### config.mk
export PLATFORM = sky130hd
export DESIGN_NAME = ssd_scan_ctrl_flat
export DESIGN_NICKNAME = d
export VERILOG_FILES = /design/src/rtl/ssd_scan_if.sv /design/src/rtl/ssd_scan_ctrl.sv /design/src/flat_wrapper.sv
export SDC_FILE = /design/constraint.sdc
export NUM_CORES = 1
export LEC_CHECK = 0
export ABC_AREA = 1
export CORE_MARGIN = 3
export CORE_UTILIZATION = 55
export CTS_CLUSTER_DIAMETER = 120
export DETAILED_ROUTE_END_ITERATION = 7
export DONT_BUFFER_PORTS = 1
export PLACE_DENSITY = 0.79
export SLEW_MARGIN = 20
export SYNTH_ARGS = -nofsm -noshare
export SYNTH_HDL_FRONTEND = slang
export SYNTH_SLANG_ARGS = --single-unit
### constraint.sdc
create_clock -name clk -period 2 [get_ports clk]
set_input_delay 0.3 -clock clk [delete_from_list [all_inputs] [get_ports clk]]
set_output_delay 0.3 -clock clk [all_outputs]
set_load 0.02 [all_outputs]
### src/rtl/ssd_scan_if.sv
// ssd_scan_if: bundles the segment/digit signals of ssd_scan_ctrl.
//   master : drives q_7..q_4, load, digit_en; observes ssd, D, scan_idx,
//            frame_tick, load_ack
//   slave  : the scan controller side (directions mirrored)
interface ssd_scan_if;
    logic [7:0] q_7;
    logic [7:0] q_6;
    logic [7:0] q_5;
    logic [7:0] q_4;
    logic       load;
    logic [3:0] digit_en;
    logic [3:0] ssd;
    logic [7:0] D;
    logic [1:0] scan_idx;
    logic       frame_tick;
    logic       load_ack;

    modport master (
        output q_7, q_6, q_5, q_4, load, digit_en,
        input  ssd, D, scan_idx, frame_tick, load_ack
    );

    modport slave (
        input  q_7, q_6, q_5, q_4, load, digit_en,
        output ssd, D, scan_idx, frame_tick, load_ack
    );
endinterface

### src/rtl/ssd_scan_ctrl.sv
// ssd_scan_ctrl: 4-digit multiplexed seven-segment scan controller with
// frame-synchronous double-buffered pattern loading.
//   clk  : clock, all state on rising edge
//   rst  : synchronous active-high reset
//   bus  : ssd_scan_if.slave
//          q_7..q_4  segment patterns (active-low) for digits 0..3
//          load      1-cycle capture request
//          digit_en  per-digit enable, bit 3 = digit 0
//          ssd       active-low digit select (registered)
//          D         active-low segment data (registered)
//          scan_idx  digit currently scanned
//          frame_tick 1-cycle pulse after each frame wrap
//          load_ack  1-cycle pulse when loaded data becomes active
// Parameters: SCAN_DIV clk cycles per digit slot, BLANK_CYC blanking cycles
// at slot start.
// Optional feature macro: SSD_SCAN_BLANK_EN enables per-slot blanking.
module ssd_scan_ctrl #(
    parameter int unsigned SCAN_DIV  = 100000,
    parameter int unsigned BLANK_CYC = 16
) (
    input  logic       clk,
    input  logic       rst,
    ssd_scan_if.slave  bus
);

    localparam int unsigned CNT_W = (SCAN_DIV > 2) ? $clog2(SCAN_DIV) : 1;
    localparam logic [CNT_W-1:0] CNT_MAX = CNT_W'(SCAN_DIV - 1);

    // Elaboration-time guard on the legal parameter range.
    if (SCAN_DIV < 2 || SCAN_DIV > (1 << 20) || BLANK_CYC >= SCAN_DIV) begin : g_bad_cfg
        $error("ssd_scan_ctrl: illegal SCAN_DIV/BLANK_CYC combination");
    end

    logic [CNT_W-1:0] slot_cnt;
    logic             pending;
    // Index 0 holds digit 0 (q_7), index 3 holds digit 3 (q_4).
    logic [3:0][7:0]  shadow;
    logic [3:0][7:0]  act;

    logic             slot_wrap;
    logic             frame_end;
    logic [3:0]       nxt_ssd;
    logic [7:0]       nxt_d;

    assign slot_wrap = (slot_cnt == CNT_MAX);
    assign frame_end = slot_wrap && (bus.scan_idx == 2'd3);

    // Output pattern for the digit being scanned; registered below.
    always_comb begin
        nxt_ssd = ~(4'b1000 >> bus.scan_idx);
        nxt_d   = act[bus.scan_idx];
        // ~scan_idx == 3 - scan_idx: digit 0 is enabled by digit_en[3].
        if (!bus.digit_en[~bus.scan_idx]) begin
            nxt_ssd = 4'b1111;
            nxt_d   = 8'hFF;
        end
`ifdef SSD_SCAN_BLANK_EN
        if (slot_cnt < CNT_W'(BLANK_CYC)) begin
            nxt_ssd = 4'b1111;
            nxt_d   = 8'hFF;
        end
`endif
    end

    // Scan timing, double-buffer transfer and registered outputs.
    always_ff @(posedge clk) begin
        if (rst) begin
            slot_cnt       <= '0;
            bus.scan_idx   <= 2'd0;
            pending        <= 1'b0;
            shadow         <= {4{8'hFF}};
            act            <= {4{8'hFF}};
            bus.ssd        <= 4'b1111;
            bus.D          <= 8'hFF;
            bus.frame_tick <= 1'b0;
            bus.load_ack   <= 1'b0;
        end else begin
            bus.frame_tick <= 1'b0;
            bus.load_ack   <= 1'b0;
            bus.ssd        <= nxt_ssd;
            bus.D          <= nxt_d;

            if (slot_wrap) begin
                slot_cnt     <= '0;
                bus.scan_idx <= bus.scan_idx + 2'd1;
            end else begin
                slot_cnt     <= slot_cnt + CNT_W'(1);
            end

            if (frame_end) begin
                bus.frame_tick <= 1'b1;
                // A load on the boundary itself bypasses the shadow and wins.
                if (bus.load) begin
                    act          <= {bus.q_4, bus.q_5, bus.q_6, bus.q_7};
                    pending      <= 1'b0;
                    bus.load_ack <= 1'b1;
                end else if (pending) begin
                    act          <= shadow;
                    pending      <= 1'b0;
                    bus.load_ack <= 1'b1;
                end
            end else if (bus.load) begin
                shadow  <= {bus.q_4, bus.q_5, bus.q_6, bus.q_7};
                pending <= 1'b1;
            end
        end
    end

endmodule

### src/flat_wrapper.sv
// flat-port wrapper written by rule: the top's interface ports become plain ports
module ssd_scan_ctrl_flat 
#(
    parameter int unsigned SCAN_DIV  = 100000,
    parameter int unsigned BLANK_CYC = 16
)
  (clk, rst, bus_q_7, bus_q_6, bus_q_5, bus_q_4, bus_load, bus_digit_en, bus_ssd, bus_D, bus_scan_idx, bus_frame_tick, bus_load_ack);
  ssd_scan_if bus_i ();
  input  logic clk;
  input  logic rst;
  input wire logic [$bits(bus_i.q_7)-1:0] bus_q_7;
  input wire logic [$bits(bus_i.q_6)-1:0] bus_q_6;
  input wire logic [$bits(bus_i.q_5)-1:0] bus_q_5;
  input wire logic [$bits(bus_i.q_4)-1:0] bus_q_4;
  input wire logic [$bits(bus_i.load)-1:0] bus_load;
  input wire logic [$bits(bus_i.digit_en)-1:0] bus_digit_en;
  output wire logic [$bits(bus_i.ssd)-1:0] bus_ssd;
  output wire logic [$bits(bus_i.D)-1:0] bus_D;
  output wire logic [$bits(bus_i.scan_idx)-1:0] bus_scan_idx;
  output wire logic [$bits(bus_i.frame_tick)-1:0] bus_frame_tick;
  output wire logic [$bits(bus_i.load_ack)-1:0] bus_load_ack;
  assign bus_i.q_7 = bus_q_7;
  assign bus_i.q_6 = bus_q_6;
  assign bus_i.q_5 = bus_q_5;
  assign bus_i.q_4 = bus_q_4;
  assign bus_i.load = bus_load;
  assign bus_i.digit_en = bus_digit_en;
  assign bus_ssd = bus_i.ssd;
  assign bus_D = bus_i.D;
  assign bus_scan_idx = bus_i.scan_idx;
  assign bus_frame_tick = bus_i.frame_tick;
  assign bus_load_ack = bus_i.load_ack;
  ssd_scan_ctrl #(.SCAN_DIV(SCAN_DIV), .BLANK_CYC(BLANK_CYC)) u_core (.clk(clk), .rst(rst), .bus(bus_i));
endmodule
==> results.sh, run 1 <==
export IMPL_clockBufferDepth=2
export IMPL_min_path_cells=2
export IMPL_n_antenna_cell=0
export IMPL_start_util=0.572
export IMPL_clk_latency_ns=0.37
export IMPL_relSlewSlack=0.667
export IMPL_cts_tree="yes"
export IMPL_htreeDepth=3
export IMPL_grt_pass1_vias=3658
export IMPL_p_comb_frac=0.062
export IMPL_period_share=0.906
export IMPL_finalCriticalPeriod_ns=1.81
export IMPL_core_mm2=0.00777
export IMPL_die_area_mm2=0.00919
export IMPL_grt_usage=0.229
export IMPL_intPower_mw=2.78
export IMPL_cts_resized=0
export IMPL_antenna_found_initial=0
export IMPL_mostFrequentLayoutCell="nand2_1"
export IMPL_hold_viol_final=0
export IMPL_crit_type="reg2reg"
export IMPL_synth_distinct_cells=30
export IMPL_start_kind="flop"
export IMPL_drv_slew=0
export IMPL_powerDensity_mw_per_mm2=772
export IMPL_fillers=735
export IMPL_syn_avg_cell_area_um2=6.97
export IMPL_arrival_ns=2.07
export IMPL_drive_gt1_frac=0.0700
export IMPL_crit_path_end_kind="flop"
export IMPL_wl_per_cell_um=13.5
export IMPL_path_clk_slew_ns=0.09
export IMPL_synthCells=637
export IMPL_io_pins=55
export IMPL_multi_input_area_mm2=0.00206
export IMPL_vias=3958
export IMPL_clockPowerShare=0.376
export IMPL_layout_nets=669
export IMPL_via_per_inst=5.41
export IMPL_regToRegStartpoint="u_core.slot_cnt[0]"
export IMPL_fin_hold_ws_ns=0.0779
export IMPL_layout_common_cells="nand2_1, dfxtp_1, nand3_1"
export IMPL_routed_wl_um=9860
export IMPL_outcome="completed"
export IMPL_cp_required_ns=2.25
export IMPL_drv_cap=0
export IMPL_p_sw_mw=0.837
export IMPL_drt_iter0_drc=271
export IMPL_place_congestion=0.866
export IMPL_crit_path_start="u_core.slot_cnt[0]"
export IMPL_place_ws_ns=0.194
export IMPL_ys_ff_latch=98
export IMPL_die_y_um=95.8
export IMPL_dr_pass1_iters=5
export IMPL_fmax_mhz=552
export IMPL_synth_cell_area_mm2=0.00444
export IMPL_worstSetupEndpoint="u_core.shadow[23]"
export IMPL_dp_hpwl_um=6760
export IMPL_syn_to_final_growth_pct=5.44
export IMPL_rrSetupSlack_ns=0.19
export IMPL_leakage_nw=2.30
export IMPL_die_w_um=95.8
export IMPL_ant_nets=0
export IMPL_seq_area_frac_synth=0.442
export IMPL_reg2regPathDepth=8
export IMPL_power_mw=3.61
export IMPL_route_detailed_drc=0
export IMPL_max_vdd_ir_drop_v=0.000428
export IMPL_cts_made_buffers=9
export IMPL_fin_ws_ns=0.188
export IMPL_core_rowCount=32
export IMPL_seqCellArea_mm2=0.00196
export IMPL_root_buffer="clkbuf_8"
export IMPL_grt_overflow=0
export IMPL_syn_nets=681
export IMPL_grt_max_degree=67
export IMPL_grt_pass1_wl_um=16600
export IMPL_cts_sinks=98
export IMPL_port_buffers=0
export IMPL_path_max_fanout=33
export IMPL_grt_setup_unrepaired="true"
export IMPL_tightest_slew_ns=0.498
export IMPL_finClkSkew_ns=0.0103
export IMPL_min_path_type="in2reg"
export IMPL_fin_setup_tns_ns=0
export IMPL_p_sw_frac=0.231
export IMPL_pwr_share_seq=0.562
export IMPL_setup_viol=0
export IMPL_ys_warn_count=0
export IMPL_final_core_util=0.603
export IMPL_r2r_end="u_core.shadow[23]"
[what timing repair did]
item                                    CTS  global route
endpoints found under the setup margin    0             2
hold endpoints to repair                  3             0
buffers inserted                          0             0
hold buffers                              1             0
[through the flow]
step           instances  instance area, um2
2_1_floorplan        637                4440
3_3_place_gp         715                4460
3_5_place_dp         715                4460
4_1_cts              731                4680
5_1_grt              731                4680
6_report             731                4680
[cell usage after synthesis, drive strengths merged]
library cell	number	area share
clkbuf	17	0.015
a21oi	12	0.014
o221ai	8	0.016
nand3	72	0.088
or2	4	0.0056
xnor2	1	0.0020
nor2	49	0.045
nor3b	1	0.0017
xor2	3	0.0059
clkinv	2	0.0017
o21a	1	0.0017
buf	20	0.033
ha	5	0.014
nand2	227	0.19
dfxtp	98	0.44
o21ai	54	0.063
nand4	8	0.011
nor3	3	0.0034
inv	52	0.044
[critical path, cell delays in order (launching register included)]
cell	delay, ns
dfxtp_1	0.39
ha_1	0.22
nand3_2	0.14
inv_2	0.12
nand2_1	0.07
nor2_2	0.15
nand3_4	0.36
nand2_1	0.18
nand2_1	0.07
[per-layer routing]
| metal | wire length (um) | GRT usage | vias up |
|---|---|---|---|
| li1 | - | - | 1993 |
| met3 | 608 | 0.0571 | 22 |
| met5 | 0 | 0 | - |
| met1 | 4260 | 0.291 | 1826 |
| met4 | 206 | 0.0865 | 0 |
| met2 | 4780 | 0.375 | 117 |
[state kept, by name, summed over array words and instances (netlist names)]
| signal | cells |
|---|---|
| u_core.act | 32 |
| u_core.pending | 1 |
| u_core.bus.D | 8 |
| u_core.bus.frame_tick | 1 |
| u_core.shadow | 32 |
| u_core.bus.ssd | 4 |
| u_core.bus.load_ack | 1 |
| u_core.slot_cnt | 17 |
| u_core.bus.scan_idx | 2 |
[kinds of logic after synthesis]
group	after synthesis	share of synthesized area
XOR/XNOR	4	0.00789
buffers and inverters	91	0.0939
flip-flops	98	0.442
AND/OR/NAND/NOR	364	0.348
adder cells (fa/ha/maj)	5	0.0141
AO/OA/AOI/OAI	75	0.0944
[worst min path at each step]
stage / from / to / slack [ns]
after floorplan: rst / u_core.bus.load_ack / 0.37
after global placement: rst / u_core.bus.scan_idx[0] / 0.38
after detailed placement: rst / u_core.bus.scan_idx[0] / 0.38
after CTS: rst / u_core.slot_cnt[2] / 0.08
after global routing: rst / u_core.slot_cnt[2] / 0.07
final: rst / u_core.slot_cnt[2] / 0.08
[power groups by stage]
stage / Clock, mW / Combinational (mW) / Sequential, mW
4_1_cts: 1.38 / 0.228 / 2.03
6_report: 1.36 / 0.225 / 2.03
3_5_place_dp: 0 / 0.224 / 2.08
5_1_grt: 1.45 / 0.266 / 2.04
2_1_floorplan: 0 / 0.198 / 2.07
3_3_place_gp: 0 / 0.215 / 2.07
[final cells by class]
class                           count  share of cell area
Timing Repair Buffer               14              0.0257
Clock buffer                       10              0.0273
Sequential cell                    98               0.419
Multi-Input combinational cell    448               0.440
Clock inverter                      5              0.0171
Inverter                           54              0.0433
Tap cell                          102              0.0273
Note: power is estimated with default switching activity, not from simulation.
==> run 2: changes to the inputs <==
- SKIP_LAST_GASP: unset -> 1
==> results of run 2 <==
Final layout, timing and power as in run 1 (identical DEF).
